## src/rtl/bus_arbiter_if.sv

```systemverilog
// Request/grant bundle for the four bus masters plus the shared address strobe.
// The arbiter uses the master modport (it drives the grants); requesters use slave.
interface bus_arbiter_if;
  logic       m0_req_n;
  logic       m1_req_n;
  logic       m2_req_n;
  logic       m3_req_n;
  logic       s_as_n;
  logic       m0_grnt_n;
  logic       m1_grnt_n;
  logic       m2_grnt_n;
  logic       m3_grnt_n;
  logic [1:0] owner;

  modport master (
    input  m0_req_n, m1_req_n, m2_req_n, m3_req_n, s_as_n,
    output m0_grnt_n, m1_grnt_n, m2_grnt_n, m3_grnt_n, owner
  );

  modport slave (
    output m0_req_n, m1_req_n, m2_req_n, m3_req_n, s_as_n,
    input  m0_grnt_n, m1_grnt_n, m2_grnt_n, m3_grnt_n, owner
  );
endinterface

```

## src/rtl/bus_arbiter.sv

```systemverilog
// Round-robin 4-master bus arbiter with parked grant and optional hold-limit preemption.
// Latency: 1 clock request/release to grant; no backpressure, preemption waits for s_as_n high.
module bus_arbiter #(
  parameter int unsigned HOLD_MAX = 16
) (
  input  logic          clk,
  input  logic          reset,
  bus_arbiter_if.master bus
);

  localparam logic [7:0] HOLD_LIM   = 8'(HOLD_MAX);
  localparam bit         PREEMPT_EN = (HOLD_MAX != 0);

  logic [1:0] owner_q;
  logic [1:0] owner_nxt;
  logic [7:0] hold_cnt_q;
  logic [7:0] hold_cnt_nxt;
  logic [3:0] grnt_n_q;
  logic [3:0] req;
  logic [1:0] rr_next;
  logic       own_req;
  logic       other_req;

  assign req       = ~{bus.m3_req_n, bus.m2_req_n, bus.m1_req_n, bus.m0_req_n};
  assign own_req   = req[owner_q];
  assign other_req = |(req & ~(4'b0001 << owner_q));

  // Scan farthest-first so the nearest requester in rotation order wins.
  always_comb begin
    rr_next = owner_q;
    for (int i = 3; i >= 1; i--) begin
      if (req[owner_q + 2'(i)]) begin
        rr_next = owner_q + 2'(i);
      end
    end
  end

  always_comb begin
    owner_nxt    = owner_q;
    hold_cnt_nxt = '0;
    if (PREEMPT_EN && own_req && (hold_cnt_q == HOLD_LIM) && other_req && bus.s_as_n) begin
      owner_nxt = rr_next;
    end else if (own_req) begin
      hold_cnt_nxt = (hold_cnt_q == HOLD_LIM) ? hold_cnt_q : hold_cnt_q + 8'd1;
    end else if (other_req) begin
      owner_nxt = rr_next;
    end
  end

  // Grants decode the next owner so they change on the same edge as owner.
  always_ff @(posedge clk or negedge reset) begin
    if (!reset) begin
      owner_q    <= 2'd0;
      hold_cnt_q <= 8'd0;
      grnt_n_q   <= 4'b1110;
    end else begin
      owner_q    <= owner_nxt;
      hold_cnt_q <= hold_cnt_nxt;
      grnt_n_q   <= ~(4'b0001 << owner_nxt);
    end
  end

  assign bus.m0_grnt_n = grnt_n_q[0];
  assign bus.m1_grnt_n = grnt_n_q[1];
  assign bus.m2_grnt_n = grnt_n_q[2];
  assign bus.m3_grnt_n = grnt_n_q[3];
  assign bus.owner     = owner_q;

endmodule

```

## src/flat_wrapper.sv

```systemverilog
// flat-port wrapper written by rule: the top's interface ports become plain ports
module bus_arbiter_flat 
#(
  parameter int unsigned HOLD_MAX = 16
)
  (clk, reset, bus_m0_req_n, bus_m1_req_n, bus_m2_req_n, bus_m3_req_n, bus_s_as_n, bus_m0_grnt_n, bus_m1_grnt_n, bus_m2_grnt_n, bus_m3_grnt_n, bus_owner);
  bus_arbiter_if bus_i ();
  input  logic clk;
  input  logic reset;
  input wire logic [$bits(bus_i.m0_req_n)-1:0] bus_m0_req_n;
  input wire logic [$bits(bus_i.m1_req_n)-1:0] bus_m1_req_n;
  input wire logic [$bits(bus_i.m2_req_n)-1:0] bus_m2_req_n;
  input wire logic [$bits(bus_i.m3_req_n)-1:0] bus_m3_req_n;
  input wire logic [$bits(bus_i.s_as_n)-1:0] bus_s_as_n;
  output wire logic [$bits(bus_i.m0_grnt_n)-1:0] bus_m0_grnt_n;
  output wire logic [$bits(bus_i.m1_grnt_n)-1:0] bus_m1_grnt_n;
  output wire logic [$bits(bus_i.m2_grnt_n)-1:0] bus_m2_grnt_n;
  output wire logic [$bits(bus_i.m3_grnt_n)-1:0] bus_m3_grnt_n;
  output wire logic [$bits(bus_i.owner)-1:0] bus_owner;
  assign bus_i.m0_req_n = bus_m0_req_n;
  assign bus_i.m1_req_n = bus_m1_req_n;
  assign bus_i.m2_req_n = bus_m2_req_n;
  assign bus_i.m3_req_n = bus_m3_req_n;
  assign bus_i.s_as_n = bus_s_as_n;
  assign bus_m0_grnt_n = bus_i.m0_grnt_n;
  assign bus_m1_grnt_n = bus_i.m1_grnt_n;
  assign bus_m2_grnt_n = bus_i.m2_grnt_n;
  assign bus_m3_grnt_n = bus_i.m3_grnt_n;
  assign bus_owner = bus_i.owner;
  bus_arbiter #(.HOLD_MAX(HOLD_MAX)) u_core (.clk(clk), .reset(reset), .bus(bus_i));
endmodule
```

## config.mk

```make
export PLATFORM = sky130hd
export DESIGN_NAME = bus_arbiter_flat
export DESIGN_NICKNAME = d
export VERILOG_FILES = /design/src/rtl/bus_arbiter_if.sv /design/src/rtl/bus_arbiter.sv /design/src/flat_wrapper.sv
export SDC_FILE = /design/constraint.sdc
export NUM_CORES = 1
export LEC_CHECK = 0
export BUFFER_PORTS_ARGS = -buffer_cell sky130_fd_sc_hd__buf_2
export CAP_MARGIN = 15
export CORE_ASPECT_RATIO = 1.75
export CORE_MARGIN = 2
export CORE_UTILIZATION = 24
export DETAILED_ROUTE_END_ITERATION = 6
export SLEW_MARGIN = 10
export SYNTH_ARGS = -nofsm -noshare
export SYNTH_HDL_FRONTEND = slang
export SYNTH_SLANG_ARGS = --single-unit
```

## constraint.sdc

```tcl
create_clock -name clk -period 6.08 [get_ports clk]
set_clock_uncertainty 0.2 [all_clocks]
set_input_delay 0.912 -clock clk [delete_from_list [all_inputs] [get_ports clk]]
set_output_delay 0.912 -clock clk [all_outputs]
set_load 0.01 [all_outputs]
```

Word level (Yosys, flattened, before mapping). Index checks and enable logic that the tools add are counted.

Input bits: 7. Output and inout port bits: 6. Register bits: 14.

Equality and inequality tests: 2. Muxes and demuxes: 17. Reductions and logical operators: 4. Add/sub/neg operators: 4. Shift-type cells: 2. Bitwise gates (word level): 4. Magnitude comparators: 4.

Operator list (count): $mux 8 (3); $lt 2x3->1 const B (4); $mux 2 (6); $not 4->4 (3); $add 8x1->8 const B (1); $bmux 1 s2 (4); $eq 8x5->1 const B (1); $shl 1x2->4 const A (2); $add 2x2->2 const B (2); $and 4x4->4 (1); $mux 1 (4); $reduce_or 4->1 (1); $logic_and 1x1->1 (3); $ne 3x3->1 const B (1); $add 2x1->2 const B (1).

Logic depth before layout (Yosys ltp).
Depth in word-level cells: 11. Gate-level depth with buffers: 9. Depth with buffers taken out: 7.

Least setup slack after synthesis. No wires, ideal clock.

Path kind: input-to-reg. Start: input bus_m3_req_n. End: register u_core.grnt_n_q[2]. Library setup time: 0.080 ns. Required time: 5.800 ns. Stages: 5. Data arrival time: 2.141 ns. Path slack: 3.660 ns. Cell sequence: mux2_4 nor2b_1 a311o_1 or3_1 o22a_1.

Longest elaborated chain between the ends: 11. Elaborated cells between the ends (all ways): 22.

Ends and longest elaborated chain: start: declaration (line flat_wrapper.sv:13) `input wire logic [$bits(bus_i.m3_req_n)-1:0] bus_m3_req_n;`; $not 4->4 * (line bus_arbiter.sv:24) `assign req = ~{bus.m3_req_n, bus.m2_req_n, bus.m1_req_n, bus.m0_req_n};`; $bmux 1 s2 (line bus_arbiter.sv:32) `if (req[owner_q + 2'(i)]) begin`; $mux 1 (not written as such) (line bus_arbiter.sv:32); $mux 2 (3 in a row) (line bus_arbiter.sv:32); $mux 2 (line bus_arbiter.sv:45) `end else if (other_req) begin`; $mux 2 (line bus_arbiter.sv:43) `end else if (own_req) begin`; $mux 2 * (line bus_arbiter.sv:41) `if (PREEMPT_EN && own_req && (hold_cnt_q == HOLD_LIM) && other_req && bus.s_as_n) begin`; $shl 1x2->4 * (line bus_arbiter.sv:59) `grnt_n_q <= ~(4'b0001 << owner_nxt);`; $not 4->4 * (line bus_arbiter.sv:59); end signal: assignment (line bus_arbiter.sv:59); end: declaration (line bus_arbiter.sv:18) `logic [3:0] grnt_n_q;`.

Every way passes the cells marked *; elsewhere a longest branch is shown, timed or not. The select of a mux whose other input is x is not followed. A chain may end at the register's enable or synchronous reset.

Final worst setup path.
Start: register u_core.owner_q[0], in the netlist u_core.bus.owner[0]. End: register u_core.grnt_n_q[2].

Longest elaborated chain between the ends: 11. Elaborated cells between the ends (all ways): 26.

Ends and longest elaborated chain: start: declaration (line bus_arbiter.sv:14) `logic [1:0] owner_q;`; start signal: assignment (line bus_arbiter.sv:57) `owner_q <= owner_nxt;`; $add 2x2->2 (line bus_arbiter.sv:32, bus_arbiter.sv:33); $bmux 1 s2 (line bus_arbiter.sv:32); $mux 1 (not written as such) (line bus_arbiter.sv:32); $mux 2 (3 in a row) (line bus_arbiter.sv:32); $mux 2 (line bus_arbiter.sv:45); $mux 2 (line bus_arbiter.sv:43); $mux 2 * (line bus_arbiter.sv:41); $shl 1x2->4 * (line bus_arbiter.sv:59); $not 4->4 * (line bus_arbiter.sv:59).

Marked as above.

==> implementation parameters <==
Parameter                              Value

Final layout
  Antenna Cells ... 0
  Sequential standard cell area ... between 300 and 400 µm²
  Final net count ... between 100 and 150
  Fraction of final layout cells with drive strength greater than 1 ... about a quarter
  Area overhead of the layout relative to synthesis ... 14.6%
  Number of non-filler instances in the completed layout ... approximately 150
  Area of the multi-input gates ... 564 µm²
  Fill cell count ... 411

Drt
  Number of vias per cell ... between 4 and 5
  Routed length per instance ... roughly 12 µm
  Initial drt markers ... 16
  1st-pass router iterations ... 4
  Remaining design rule violation count ... 0
  Total wire length after detailed routing ... approximately 1.9 mm
  Vias ... about 750
  Remaining antenna violation count after routing ... 0

Die
  Boundary Pins ... 13
  Number of cell rows ... 30
  Placeable core region ... between 3000 and 4000 µm²
  Area of the die ... between 4000 and 5000 µm²
  Initial Util ... around 25%
  Die Span X ... ~52 µm
  Die H ... approximately 90 µm

GRT
  GRT Residual Overflow ... 0
  Maximum number of pins on one net before global-route repair ... 15
  Gr usage total ... around a tenth
  Wire length of the first global-routing pass ... 3.48 mm
  Number of antenna violations at the first check in global routing ... 0
  Number of global-route vias before repair ... between 800 and 900

Clock network
  Setup repair bufs after CTS ... 0
  Buffer cell driving the clock tree root ... clkbuf_8
  Clk slew on worst S/H paths ... approximately 60 ps
  CTS max path bufs ... 2
  Inserted Clock Buffers ... 3
  Clock tree from TritonCTS ... done
  Number of gates resized after cts ... 0
  Clock sink count ... 14
  Hold buffer count at CTS ... 0
  Clock latency reported for the late side of the worst-skew pair ... about 250 ps
  Max H-tree Level ... 1

Pwr
  Cell area power density ... 465 nW/µm²
  Sequential power share ... 31.5%
  Overall power consumption ... just over 500 µW
  Switching share of total power ... 40.4%
  Internal power ... between 300 and 400 µW
  Leakage ... around 0.47 nW
  Combinational power share ... 51.1%
  Max IR drop VDD ... 0.173 mV
  Sw Pwr ... around 210 µW
  Part of the total power dissipated in the clock network ... about 18%

Place
  Cell Count Post-Placement ... 150
  Estimated wirelength of the detail-placed design ... around 1.5 mm
  Routability cong. ... roughly 0.77
  IO Port Bufs ... 12

Logic synthesis
  Net Count, Synth ... between 100 and 150
  Combinational family with the most area after synthesis ... simple AND/OR/NAND/NOR gates
  Xor-xnor portion of the synthesized cell area ... about 6.3%
  Multiplexer fraction of the synthesized cell area ... 12.0%
  Count of flip-flops with a built-in enable after synthesis ... 0
  Synth cell types ... 36
  Share of the yosys chip area belonging to registers ... a little over a third
  Proportion of register bits with asynchronous set or reset after synthesis ... 100%
  Flop and latch count out of synthesis ... 14
  Most used flip-flop cell after synthesis ... dfrtp_1
  Gate count of the mapped netlist ... 94
  Number of synthesis warnings ... 0
  Yosys top cell area share ... 28.4%
  Mean instance size in the synthesized netlist ... approximately 10 µm²
  Post-synthesis adder-cell area fraction ... between 7 and 8%
  Synthesized-area fraction occupied by ao, oa, aoi and oai cells ... around 15%
  Top cell type by total area after synthesis ... dfrtp_1
  Post-synth design cell area ... approximately 970 µm²
  Cell types with the largest area share after synthesis ... dfrtp_1 (28%), dfstp_2 (8.1%), ha_1 (7.7%)
  Simple-gate portion of the synthesized area ... 16.9%

Critical path
  Worst reg2reg path endpoint ... u_core.grnt_n_q[2]
  Ordered cell list for the critical path ... inv_1, ha_1, o22ai_1, nor2_1, or2_0, or3_1, o22a_1
  Data arrival, critical path ... roughly 2600 ps
  Maximum cell stage delay along the critical path ... ~660 ps
  Critical path data required time ... between 6000 and 7000 ps
  Critical R2R Launch ... u_core.bus.owner[0]
  Setup slack of the most critical reg-to-reg path ... ~3500 ps
  Endpoint class of the critical path ... flip-flop
  Start-to-end type of the worst setup path ... flip-flop to flip-flop
  Type of origin of the critical path ... flip-flop
  Slowest cell on the critical path ... dfrtp_1
  Crit path to ... u_core.grnt_n_q[2]
  Critical path peak fanout ... 13
  Crit path from ... u_core.bus.owner[0]
  Depth of the worst register-to-register path ... 7

Flow run
  Number of max-capacitance violations reported ... 0

Timing
  Setup TNS Final ... 0 ps
  Max_slew headroom ... 61.6%
  Final-report hold violation count ... 0
  Transition time at the pin with the least slew margin ... between 500 and 600 ps
  Setup violators final ... 0
  Final Max Tran Viols ... 0
  Unrepaired setup endpoints after global routing ... false
  Portion of the clock cycle consumed by the worst path in the final layout ... a little over two fifths
  Highest attainable clock frequency ... about 380 MHz
  Final worst path period need ... 2610 ps

Run status
  Outcome ... completed

Worst hold path
  HP Class ... primary input to asynchronous set/reset pin
power groups by stage:
stage | Clock, mW | Combinational (mW) | Sequential, mW
2_1_floorplan | 0 | 0.227 | 0.152
3_3_place_gp | 0 | 0.258 | 0.165
3_5_place_dp | 0 | 0.266 | 0.166
4_1_cts | 0.0917 | 0.266 | 0.164
5_1_grt | 0.0972 | 0.299 | 0.169
6_report | 0.0904 | 0.264 | 0.163
worst max-delay path: cells and delay by family (launching register included):
kind | cells | cell delay (ps)
AOI/OAI and AO/OA | 2 | 370
buffers and inverters | 1 | 240
and+or+nand+nor | 3 | 810
DFF | 1 | 660
adders and majority gates | 1 | 260
per-layer routing:
layer / GRT usage [%] / vias to the layer above / share of wire (%)
met4: 6.46 / 0 / 2.5
met3: 1.88 / 5 / 3.7
li1: - / 364 / -
met5: 0 / - / 0
met1: 11.3 / 367 / 40
met2: 16.9 / 15 / 54
cell type report:
type | instances | area share (%)
tap | 48 | 5.40
inverter | 5 | 1.69
clock buffer | 4 | 4.95
sequential | 14 | 31.8
multi-input combinational | 71 | 50.7
timing repair buffer | 12 | 5.40
worst min-delay path by stage:
stage | end | slack, ps | startpoint
final | u_core.hold_cnt_q[4] | 340 | reset
after global routing | u_core.hold_cnt_q[4] | 360 | reset
after detailed placement | u_core.hold_cnt_q[0] | 370 | u_core.hold_cnt_q[0]
after floorplan | u_core.hold_cnt_q[0] | 310 | u_core.hold_cnt_q[0]
after global placement | u_core.hold_cnt_q[0] | 330 | u_core.hold_cnt_q[0]
after CTS | u_core.hold_cnt_q[4] | 350 | reset
placed cells by master (no fill, tap or decap), drive strengths merged, types with 2 or more instances in the layout:
| cell | instances |
|---|---|
| mux4 | 2 |
| clkbuf | 4 |
| xor2 | 2 |
| mux2i | 3 |
| nor3 | 3 |
| and3 | 3 |
| dfrtp | 11 |
| a2bb2oi | 2 |
| dfstp | 3 |
| inv | 5 |
| or2 | 2 |
| nand2 | 6 |
| buf | 12 |
| ha | 6 |
| nor2 | 9 |
| mux2 | 3 |
| a311oi | 2 |
| xnor2 | 5 |
| nand3 | 5 |
| o22ai | 4 |
| o21ai | 4 |
cell usage after synthesis, types with 3 or more instances:
| cell | number |
|---|---|
| and3_1 | 3 |
| dfrtp_1 | 11 |
| dfstp_2 | 3 |
| ha_1 | 6 |
| inv_1 | 5 |
| mux2i_1 | 3 |
| nand2_1 | 6 |
| nand3_1 | 5 |
| nor2_1 | 9 |
| nor3_1 | 3 |
| o21ai_0 | 4 |
| o22ai_1 | 4 |
| xnor2_1 | 5 |
logic make-up (layout without fill, tap and decap cells):
| logic type | count (synthesis) | after routing |
|---|---|---|
| muxes | 8 | 8 |
| AOI/OAI and AO/OA | 19 | 19 |
| xor gates and xnor gates | 7 | 7 |
| buffers and inverters | 9 | 21 |
| adders and majority gates | 6 | 6 |
| and+or+nand+nor | 31 | 31 |
| DFF | 14 | 14 |
registers in the layout (all words and copies together) (netlist names):
signal             cells
u_core.hold_cnt_q      8
u_core.grnt_n_q        4
u_core.bus.owner       2
stage by stage:
stage                     hold slack [ps]  setup WS, ps  cell area (µm²)  utilization, %
after floorplan                       311          3660              971               -
after global placement                332          3460             1060            27.3
after detailed placement              368          3400             1060            27.3
after CTS                             353          3450             1110            28.8
after global routing                  364          3310             1110            28.8
final                                 343          3470             1110            28.8
Note: power is estimated with default switching activity, not from simulation.
